### src/rtl/if_prefetch_buffer_pkg.sv
// Shared types and constants for the instruction prefetch buffer.
//   XLEN     : architectural word / address width
//   PC_STEP  : byte distance between sequential instruction fetches
//   fetch_entry_t : one queued {pc, instr} pair
//   align_pc : clears the byte-offset bits of a fetch address
package if_prefetch_buffer_pkg;

  localparam int unsigned XLEN    = 32;
  localparam int unsigned PC_STEP = 4;

  typedef struct packed {
    logic [XLEN-1:0] pc;
    logic [XLEN-1:0] instr;
  } fetch_entry_t;

  localparam int unsigned ENTRY_W = $bits(fetch_entry_t);

  function automatic logic [XLEN-1:0] align_pc(input logic [XLEN-1:0] pc);
    return pc & ~XLEN'(3);
  endfunction

endpackage

### src/rtl/if_prefetch_buffer_if.sv
// Bus bundle between the prefetch buffer, the instruction ROM and the IF stage.
//   redirect_valid/redirect_pc : pipeline redirect request
//   imem_req/imem_addr/imem_rdata : ROM fetch port (1-cycle read latency)
//   stall_IF/out_valid/out_pc/out_instr : head-of-queue handshake to IF
//   occupancy : number of queued entries
// master = prefetch buffer side, slave = ROM/pipeline side.
interface if_prefetch_buffer_if #(
  parameter int unsigned DEPTH = 4
);
  import if_prefetch_buffer_pkg::*;

  localparam int unsigned OCC_W = $clog2(DEPTH) + 1;

  logic             redirect_valid;
  logic [XLEN-1:0]  redirect_pc;
  logic             imem_req;
  logic [XLEN-1:0]  imem_addr;
  logic [XLEN-1:0]  imem_rdata;
  logic             stall_IF;
  logic             out_valid;
  logic [XLEN-1:0]  out_pc;
  logic [XLEN-1:0]  out_instr;
  logic [OCC_W-1:0] occupancy;

  modport master (
    input  redirect_valid, redirect_pc, imem_rdata, stall_IF,
    output imem_req, imem_addr, out_valid, out_pc, out_instr, occupancy
  );

  modport slave (
    output redirect_valid, redirect_pc, imem_rdata, stall_IF,
    input  imem_req, imem_addr, out_valid, out_pc, out_instr, occupancy
  );

endinterface

### src/rtl/if_prefetch_buffer_sync_fifo.sv
// Synchronous FIFO with a registered head entry and a flush input.
//   clk, rstn  : clock, async active-low reset
//   flush      : empties the FIFO; wins over push and pop
//   push/push_data : enqueue one entry
//   pop        : dequeue the head entry (ignored when empty)
//   head_valid/head_data : registered head of queue; data holds when empty
//   count      : number of stored entries
module if_prefetch_buffer_sync_fifo #(
  parameter int unsigned WIDTH = 64,
  parameter int unsigned DEPTH = 4
) (
  input  logic                       clk,
  input  logic                       rstn,
  input  logic                       flush,
  input  logic                       push,
  input  logic [WIDTH-1:0]           push_data,
  input  logic                       pop,
  output logic                       head_valid,
  output logic [WIDTH-1:0]           head_data,
  output logic [$clog2(DEPTH):0]     count
);

  localparam int unsigned PTR_W = $clog2(DEPTH);
  localparam int unsigned CNT_W = PTR_W + 1;

  logic [WIDTH-1:0] mem [DEPTH];
  logic [PTR_W-1:0] wr_ptr;
  logic [PTR_W-1:0] rd_ptr;
  logic [PTR_W-1:0] rd_ptr_nxt;
  logic [CNT_W-1:0] count_nxt;
  logic             pop_ok;
  logic [WIDTH-1:0] head_nxt;

  assign pop_ok = pop && (count != '0);

  // Next read pointer/count, and the entry that becomes head after this edge.
  // When the slot being pushed is the next head slot, forward push_data since
  // the storage write lands on the same edge.
  always_comb begin
    rd_ptr_nxt = rd_ptr + PTR_W'(pop_ok);
    count_nxt  = count + CNT_W'(push) - CNT_W'(pop_ok);
    head_nxt   = mem[rd_ptr_nxt];
    if (push && (wr_ptr == rd_ptr_nxt)) begin
      head_nxt = push_data;
    end
  end

  // Storage array; contents are only meaningful under count.
  always_ff @(posedge clk) begin
    if (push && !flush) begin
      mem[wr_ptr] <= push_data;
    end
  end

  // Pointers, count and registered head.
  always_ff @(posedge clk or negedge rstn) begin
    if (!rstn) begin
      wr_ptr     <= '0;
      rd_ptr     <= '0;
      count      <= '0;
      head_valid <= 1'b0;
      head_data  <= '0;
    end else if (flush) begin
      wr_ptr     <= '0;
      rd_ptr     <= '0;
      count      <= '0;
      head_valid <= 1'b0;
    end else begin
      wr_ptr     <= wr_ptr + PTR_W'(push);
      rd_ptr     <= rd_ptr_nxt;
      count      <= count_nxt;
      head_valid <= (count_nxt != '0);
      if (count_nxt != '0) begin
        head_data <= head_nxt;
      end
    end
  end

  push_when_full_a: assert property (@(posedge clk) disable iff (!rstn)
    !(push && !flush && (count == CNT_W'(DEPTH))));

endmodule

### src/rtl/if_prefetch_buffer.sv
// Instruction prefetch queue between the instruction ROM and the IF stage.
// Issues sequential word fetches to a 1-cycle-latency ROM, queues up to DEPTH
// {pc, instr} pairs and presents the head to IF; a redirect flushes and
// restarts fetch at the new PC.
//   clk, rstn : clock, async active-low reset
//   bus       : if_prefetch_buffer_if master (redirect, ROM port, IF handshake,
//               occupancy)
module if_prefetch_buffer
  import if_prefetch_buffer_pkg::*;
#(
  parameter int unsigned     DEPTH    = 4,
  parameter logic [XLEN-1:0] RESET_PC = 32'h0000_0000
) (
  input  logic                   clk,
  input  logic                   rstn,
  if_prefetch_buffer_if.master   bus
);

  localparam int unsigned OCC_W = $clog2(DEPTH) + 1;

  logic [XLEN-1:0]  fetch_pc;
  logic [XLEN-1:0]  req_pc;
  logic             inflight;
  logic [OCC_W-1:0] count;
  logic [OCC_W:0]   pending;
  logic             issue;
  logic             push;
  logic             pop;
  logic             head_valid;
  fetch_entry_t     head;
  fetch_entry_t     push_entry;

  // Queued plus outstanding entries; a same-cycle pop is not credited, so the
  // queue can never be pushed while full.
  assign pending    = (OCC_W+1)'(count) + (OCC_W+1)'(inflight);
  assign issue      = rstn && !bus.redirect_valid && (pending < (OCC_W+1)'(DEPTH));
  assign push       = inflight && !bus.redirect_valid;
  assign pop        = head_valid && !bus.stall_IF && !bus.redirect_valid;
  assign push_entry = '{pc: req_pc, instr: bus.imem_rdata};

  assign bus.imem_req  = issue;
  assign bus.imem_addr = fetch_pc;
  assign bus.out_valid = head_valid;
  assign bus.out_pc    = head.pc;
  assign bus.out_instr = head.instr;
  assign bus.occupancy = count;

  // Fetch address, outstanding-request flag and its PC.
  always_ff @(posedge clk or negedge rstn) begin
    if (!rstn) begin
      fetch_pc <= RESET_PC;
      req_pc   <= '0;
      inflight <= 1'b0;
    end else if (bus.redirect_valid) begin
      fetch_pc <= align_pc(bus.redirect_pc);
      inflight <= 1'b0;
    end else if (issue) begin
      fetch_pc <= fetch_pc + XLEN'(PC_STEP);
      req_pc   <= fetch_pc;
      inflight <= 1'b1;
    end else begin
      inflight <= 1'b0;
    end
  end

  if_prefetch_buffer_sync_fifo #(
    .WIDTH (ENTRY_W),
    .DEPTH (DEPTH)
  ) u_fifo (
    .clk        (clk),
    .rstn       (rstn),
    .flush      (bus.redirect_valid),
    .push       (push),
    .push_data  (push_entry),
    .pop        (pop),
    .head_valid (head_valid),
    .head_data  (head),
    .count      (count)
  );

endmodule

### src/flat_wrapper.sv
// flat-port wrapper written by rule: the top's interface ports become plain ports
module if_prefetch_buffer_flat import if_prefetch_buffer_pkg::*;
#(
  parameter int unsigned     DEPTH    = 4,
  parameter logic [XLEN-1:0] RESET_PC = 32'h0000_0000
)
  (clk, rstn, bus_redirect_valid, bus_redirect_pc, bus_imem_rdata, bus_stall_IF, bus_imem_req, bus_imem_addr, bus_out_valid, bus_out_pc, bus_out_instr, bus_occupancy);
  if_prefetch_buffer_if #(.DEPTH(DEPTH)) bus_i ();
  input  logic clk;
  input  logic rstn;
  input wire logic [$bits(bus_i.redirect_valid)-1:0] bus_redirect_valid;
  input wire logic [$bits(bus_i.redirect_pc)-1:0] bus_redirect_pc;
  input wire logic [$bits(bus_i.imem_rdata)-1:0] bus_imem_rdata;
  input wire logic [$bits(bus_i.stall_IF)-1:0] bus_stall_IF;
  output wire logic [$bits(bus_i.imem_req)-1:0] bus_imem_req;
  output wire logic [$bits(bus_i.imem_addr)-1:0] bus_imem_addr;
  output wire logic [$bits(bus_i.out_valid)-1:0] bus_out_valid;
  output wire logic [$bits(bus_i.out_pc)-1:0] bus_out_pc;
  output wire logic [$bits(bus_i.out_instr)-1:0] bus_out_instr;
  output wire logic [$bits(bus_i.occupancy)-1:0] bus_occupancy;
  assign bus_i.redirect_valid = bus_redirect_valid;
  assign bus_i.redirect_pc = bus_redirect_pc;
  assign bus_i.imem_rdata = bus_imem_rdata;
  assign bus_i.stall_IF = bus_stall_IF;
  assign bus_imem_req = bus_i.imem_req;
  assign bus_imem_addr = bus_i.imem_addr;
  assign bus_out_valid = bus_i.out_valid;
  assign bus_out_pc = bus_i.out_pc;
  assign bus_out_instr = bus_i.out_instr;
  assign bus_occupancy = bus_i.occupancy;
  if_prefetch_buffer #(.DEPTH(DEPTH), .RESET_PC(RESET_PC)) u_core (.clk(clk), .rstn(rstn), .bus(bus_i));
endmodule
### config.mk
export PLATFORM = sky130hd
export DESIGN_NAME = if_prefetch_buffer_flat
export DESIGN_NICKNAME = d
export VERILOG_FILES = /design/src/rtl/if_prefetch_buffer_pkg.sv /design/src/rtl/if_prefetch_buffer_if.sv /design/src/rtl/if_prefetch_buffer_sync_fifo.sv /design/src/rtl/if_prefetch_buffer.sv /design/src/flat_wrapper.sv
export SDC_FILE = /design/constraint.sdc
export NUM_CORES = 1
export LEC_CHECK = 0
export ABC_AREA = 0
export CAP_MARGIN = 10
export CORE_ASPECT_RATIO = 0.8
export CORE_MARGIN = 3
export CORE_UTILIZATION = 40
export DETAILED_ROUTE_END_ITERATION = 6
export PLACE_DENSITY_LB_ADDON = 0.3
export SYNTH_ARGS = -nofsm -noshare
export SYNTH_HDL_FRONTEND = slang
export SYNTH_SLANG_ARGS = --single-unit
### constraint.sdc
create_clock -name clk -period 7.4 [get_ports clk]
set_input_delay 1.48 -clock clk [delete_from_list [all_inputs] [get_ports clk]]
set_output_delay 1.48 -clock clk [all_outputs]
set_load 0.02 [all_outputs]
-- Word level (Yosys, flattened, before mapping)
Memory sizes are Yosys's and may differ from the RTL's. A register that Yosys moved wholly into a read port is not among the register bits.
Index checks and enable logic that the tools add are counted.
- output and inout port bits: 101
- input bits: 68
- register bits after elaboration: 73
- RAM bits: 256
- memories: 1
- memory list (memory ; depth ; width ; rd ports ; clocked after Yosys merged registers in ; write ports ; RTL line ; text):
    u_core.u_fifo.mem ; 4 ; 64 ; 1 ; 1 ; 1 ; if_prefetch_buffer_sync_fifo.sv:26 ; logic [WIDTH-1:0] mem [DEPTH];
- reduce and logical (&&, ||, !) cells: 15
- muxes and demuxes: 10
- bitwise gates (word level): 1
- order comparisons: 1
- add/subtract/negate cells: 6
- operator list (operator ; number):
    two-way mux 32 bit ; 2
    adder 32 x 3 -> 32 bit, second input constant ; 1
    logical AND 1 bit ; 7
    nonzero test 3 bit ; 2
    two-way mux 1 bit ; 5
    adder 2 x 1 -> 2 bit ; 2
    adder 3 x 1 -> 4 bit ; 1
    < comparator 4 x 3 -> 1 bit, second input constant ; 1
    two-way mux 2 bit ; 2
    AND reduction 2 bit ; 2
    adder 3 x 1 -> 3 bit ; 1
    zero test 1 bit ; 3
    two-way mux 3 bit ; 1
    subtractor 3 x 1 -> 3 bit ; 1
    nonzero test 2 bit ; 1
    NOT 1 bit ; 1

-- Longest topological paths before layout
- depth after elaboration: 7
- depth in mapped cells: 17

-- Cells and area by module
A second synthesis with hierarchy kept.
- cells, all modules: 1342
- area, all modules: 17546.8 µm²
- modules (own cells, without submodules) (module ; seq. area each (µm²) ; times used ; area each (µm²) ; cells each):
    if_prefetch_buffer_sync_fifo ; 9489.1 ; 1 ; 14567.7 ; 1005
    if_prefetch_buffer ; 1526.5 ; 1 ; 2979.1 ; 337

-- Worst setup path before layout
Ideal clock, no wire load.
- kind: input to register
- start point: input bus_redirect_valid
- end point: memory u_core.u_fifo.mem[1][0], enable pin
- arrival: 6.442 ns
- cell stages on the path: 3
- path buffers: 1
- setup slack: 0.386 ns
- library setup time: 0.571 ns
- path through: clkbuf_1 > nand2b_1 > nor3b_1
- word-level cells in the longest chain between the ends: 5
- RTL lines (item ; RTL line ; text):
    start: declaration ; flat_wrapper.sv:11 ; input wire logic [$bits(bus_i.redirect_valid)-1:0] bus_redirect_valid;
    zero test 1 bit (*) ; if_prefetch_buffer_sync_fifo.sv:50, if_prefetch_buffer.sv:37 ;
    logical AND 1 bit ; if_prefetch_buffer.sv:37 ; assign push = inflight && !bus.redirect_valid;
    logical AND 1 bit (*) ; if_prefetch_buffer_sync_fifo.sv:50 ; if (push && !flush) begin
    two-way mux 1 bit (*) ; if_prefetch_buffer_sync_fifo.sv:50 ;
    two-way mux 1 bit (implied by the code) (*) ; if_prefetch_buffer_sync_fifo.sv:51 ; mem[wr_ptr] <= push_data;
    end: declaration ; if_prefetch_buffer_sync_fifo.sv:26 ;
Every way passes the cells marked *; elsewhere a longest branch is shown, timed or not.

-- Worst setup path in the final report
- start point: input bus_stall_IF
- end point: register u_core.u_fifo.head_data[27] (read register of u_core.u_fifo.mem)
- word-level cells in the longest chain between the ends: 7
- elaborated cells between the ends (all ways): 8
- those cells by class: add/sub: 2; reduce/logical: 6
- RTL lines (item ; RTL line ; text):
    start: declaration ; flat_wrapper.sv:14 ; input wire logic [$bits(bus_i.stall_IF)-1:0] bus_stall_IF;
    zero test 1 bit (*) ; if_prefetch_buffer.sv:38 ; assign pop = head_valid && !bus.stall_IF && !bus.redirect_valid;
    logical AND 1 bit (*) (2 in series) ; if_prefetch_buffer.sv:38 ;
    logical AND 1 bit (*) ; if_prefetch_buffer_sync_fifo.sv:34 ; assign pop_ok = pop && (count != '0);
    subtractor 3 x 1 -> 3 bit ; if_prefetch_buffer_sync_fifo.sv:41 ; count_nxt = count + CNT_W'(push) - CNT_W'(pop_ok);
    nonzero test 3 bit ; if_prefetch_buffer_sync_fifo.sv:73 ; if (count_nxt != '0) begin
    AND reduction 2 bit (no source line) ; - ;
    end: declaration ; if_prefetch_buffer_sync_fifo.sv:19 ; output logic [WIDTH-1:0] head_data,
Marks and branches as above.
A chain may end at the register's enable or synchronous reset.

==> Implementation_results.wiki <==
{| class="wikitable"
! Metric !! Value
|-
| Post-CTS setup buffers || 0
|-
| Vias in the first global route || 12,354
|-
| Leakage power of the design || 7.07 nW
|-
| Max-slew headroom || 0.253
|-
| Final Wtd Congestion || 0.776
|-
| Post-CTS Hold Fix Bufs || 0
|-
| Pre-Repair DR Iteration Count || 5
|-
| Overall track demand over capacity in global routing || 0.196
|-
| Worst hold path cell count || 2
|-
| DR vias || 12,302
|-
| Clock root buffer || clkbuf_16
|-
| Row Count || 66
|-
| Number of cells upsized or downsized after cts || 0
|-
| Die height || 190 um
|-
| Total count of max-transition violations in the final report || 0
|-
| Effective utilization at floorplan || 0.412
|-
| Synthesis-stage register bit count || 379
|-
| Run status || finished clean
|-
| Largest vdd supply drop || 0.146 mV
|-
| Number of DRC violations after detailed routing || 0
|-
| Cell count after synthesis || 1,452
|-
| Die outline area || 44,900 um^2
|-
| Share of the clock period used by the worst path after layout || 0.723
|-
| Routed wirelength normalized by instance count || 21.0 um
|-
| Post-synthesis to final-layout area growth || 19.1%
|-
| CP required || 7.81 ns
|-
| First-pass GRT wire length || 70,100 um
|-
| Max-cap check violation count || 0
|-
| Final setup violation count || 0
|-
| TNS Setup || 0 ns
|-
| Post-synthesis average cell area || 11.7 um^2
|-
| Startpoint of the worst setup timing path || bus_stall_IF
|-
| First-iteration detailed-routing DRC count || 984
|-
| Endpoint type of the worst setup path || flip-flop
|-
| FF-to-FF path depth || 11
|-
| Number of enable-type register cells in the synthesized netlist || 248
|-
| Highest Clock Rate || 187 MHz
|-
| HPWL after DPL || 24,900 um
|-
| Number of distinct standard cells referenced by the synthesized netlist || 44
|-
| Longest Clk Path Bufs || 3
|-
| Largest net degree at the start of global routing || 98
|-
| Beginning of the worst register-to-register path || u_core.u_fifo.count[1]$_DFF_PN0_
|-
| Average vias per placed instance || 5.78
|-
| NumNets Final || 1,626
|-
| Async S/R FF share, synth || 0.346
|-
| Startpoint type of the worst setup path || input pin
|-
| Clock tree from TritonCTS || built
|-
| Classification of the worst-slack hold path || reg -> reg
|-
| Post-synth design cell area || 17,000 um^2
|-
| Total placed instance area || 18,900 um^2
|-
| Share of post-route cells with drive strength above 1 || 0.103
|-
| Clock transition at the registers of the reported paths || 0.06 ns
|-
| Unrepaired setup endpoints after global routing || no
|-
| Initial antenna violation count || 2
|-
| Final WL || 44,700 um
|-
| Io pins || 169
|-
| Slew @ Worst Pin || 1.12 ns
|-
| Clock sink total || 379
|-
| Diodes inserted || 0
|-
| Post-detailed-route count of antenna-violating nets || 0
|-
| Critical path class || in -> reg
|-
| H-tree levels || 2
|-
| Final Hold Fails || 0
|-
| Clk Latency, worst-skew pair || 0.54 ns
|-
| Dominant synthesized flop cell || edfxtp_1
|-
| Remaining global-route overflow || 0
|-
| Max FO, Critical Path || 62
|-
| Max Clock Skew || 0.0167 ns
|-
| Data arrival time of the critical path || 5.76 ns
|-
| Cell area power density || 285 nW/um^2
|-
| Filler Cells Inserted || 3,559
|-
| Area of the core || 41,200 um^2
|-
| X dimension of the die || 236 um
|-
| Number of buffers added by the clock tree synthesis step || 40
|-
| Min Clock Period, post-route || 5.35 ns
|-
| Min-Delay Startpoint || u_core.u_fifo.head_data[26]$_DFFE_PN0P_
|-
| Number of buffers added on ports || 162
|-
| Register area share after synthesis || 0.632
|-
| Count of warnings emitted by yosys || 0
|-
| Final standard cell area without fillers || 20,200 um^2
|}
## logic make-up after synthesis
group                      after synthesis  share of synthesized area
other                                    1                   0.000221
xor gates and xnor gates                32                     0.0165
muxes                                   70                     0.0462
adders and majority gates                5                    0.00413
and+or+nand+nor                        395                      0.105
AOI/OAI and AO/OA                      375                      0.148
buffers and inverters                  195                     0.0483
DFF                                    379                      0.632
## worst max-delay path: stages
cell	delay [ns]
clkdlybuf4s50_1	0.47
nor2_1	0.34
and3_4	0.71
xnor2_1	0.20
ha_1	0.18
inv_1	0.05
fa_1	0.37
xnor2_1	0.16
a31o_4	0.36
inv_1	0.15
nand3_4	0.76
o221ai_1	0.49
## layout make-up
| type | instances | area [um^2] | area share |
|---|---|---|---|
| well taps | 544 | 681 | 0.0337 |
| flip-flops and latches | 379 | 10700 | 0.531 |
| multi-input cells | 881 | 5510 | 0.273 |
| repair buffers | 179 | 1750 | 0.0864 |
| inverters | 72 | 270 | 0.0134 |
| clock inverters | 12 | 97.6 | 0.00483 |
| clock buffers | 62 | 1160 | 0.0577 |
## power by group
group / switching [mW] / leakage [nW] / internal [mW]
clock: 0.817 / 0.621 / 1.12
combinational: 0.604 / 2.57 / 0.503
sequential: 0.187 / 3.89 / 2.53
total: 1.61 / 7.07 / 4.15
## through the flow
step | setup slack (ns) | power, mW | hold WS (ns) | instances | util
2_1_floorplan | 0.386 | 3.26 | 0.476 | 1455 | -
3_3_place_gp | 1.63 | 3.85 | 0.470 | 2055 | 0.460
3_5_place_dp | 1.52 | 3.87 | 0.473 | 2055 | 0.460
4_1_cts | 2.05 | 5.82 | 0.488 | 2129 | 0.490
5_1_grt | 1.78 | 6.04 | 0.510 | 2129 | 0.490
6_report | 2.05 | 5.76 | 0.483 | 2129 | 0.490
## cell usage in the layout (no fill, tap or decap), types with 16 or more instances in the layout
| master | instances |
|---|---|
| nand4_1 | 16 |
| clkbuf_16 | 41 |
| buf_4 | 17 |
| o221ai_1 | 112 |
| inv_1 | 71 |
| mux2_2 | 62 |
| nor2_1 | 16 |
| o21ai_0 | 181 |
| xnor2_1 | 20 |
| o22ai_1 | 63 |
| edfxtp_1 | 248 |
| dfrtp_1 | 129 |
| nand2_1 | 195 |
| clkdlybuf4s50_1 | 160 |
| nor3_1 | 133 |
## routing by layer
layer / GRT usage / share of wire
met1: 0.278 / 0.46
met2: 0.309 / 0.46
met3: 0.0412 / 0.067
met4: 0.0463 / 0.017
met5: 0 / 0
## final timing paths
kind                                                                end  slack [ns]
worst max-delay path            u_core.u_fifo.head_data[27]$_DFFE_PN0P_        2.05
worst min-delay path            u_core.u_fifo.head_data[26]$_DFFE_PN0P_        0.48
worst max register to register  u_core.u_fifo.head_data[27]$_DFFE_PN0P_        3.17
worst min register to register  u_core.u_fifo.head_data[26]$_DFFE_PN0P_        0.48
max in group asynchronous             u_core.u_fifo.rd_ptr[0]$_DFF_PN0_        4.88
min in group asynchronous          u_core.bus.imem_addr[21]$_DFFE_PN0P_        0.93
## sequential cells by signal, indices dropped and copies added, names as in the netlist
name	flops
u_core.u_fifo.rd_ptr	2
u_core.u_fifo.head_valid	1
u_core.inflight	1
u_core.u_fifo.mem	248
u_core.u_fifo.count	3
u_core.u_fifo.head_data	62
u_core.bus.imem_addr	30
u_core.req_pc	30
u_core.u_fifo.wr_ptr	2
## synth_stat cells (2+ instances only)
| cell | count | share of area |
|---|---|---|
| o21ai_0 | 181 | 0.053 |
| dfrtp_1 | 131 | 0.19 |
| mux2i_1 | 7 | 0.0041 |
| buf_4 | 4 | 0.0018 |
| xor2_1 | 12 | 0.0062 |
| nand2_1 | 195 | 0.043 |
| o22ai_1 | 63 | 0.023 |
| and2_0 | 2 | 0.00074 |
| xnor2_1 | 20 | 0.010 |
| inv_1 | 72 | 0.016 |
| nand3_1 | 10 | 0.0030 |
| nand4_1 | 16 | 0.0059 |
| nor4_1 | 3 | 0.0011 |
| a21boi_0 | 2 | 0.00089 |
| nor3_1 | 134 | 0.040 |
| ha_1 | 4 | 0.0030 |
| and3_1 | 8 | 0.0030 |
| o221ai_1 | 112 | 0.058 |
| clkbuf_1 | 85 | 0.019 |
| buf_6 | 7 | 0.0046 |
| buf_2 | 16 | 0.0047 |
| buf_1 | 11 | 0.0024 |
| a31o_2 | 2 | 0.0010 |
| mux2_2 | 62 | 0.041 |
| nor2_1 | 18 | 0.0040 |
| edfxtp_1 | 248 | 0.44 |
| o221ai_2 | 10 | 0.0089 |
No activity file was read; power rests on OpenSTA's default activity.
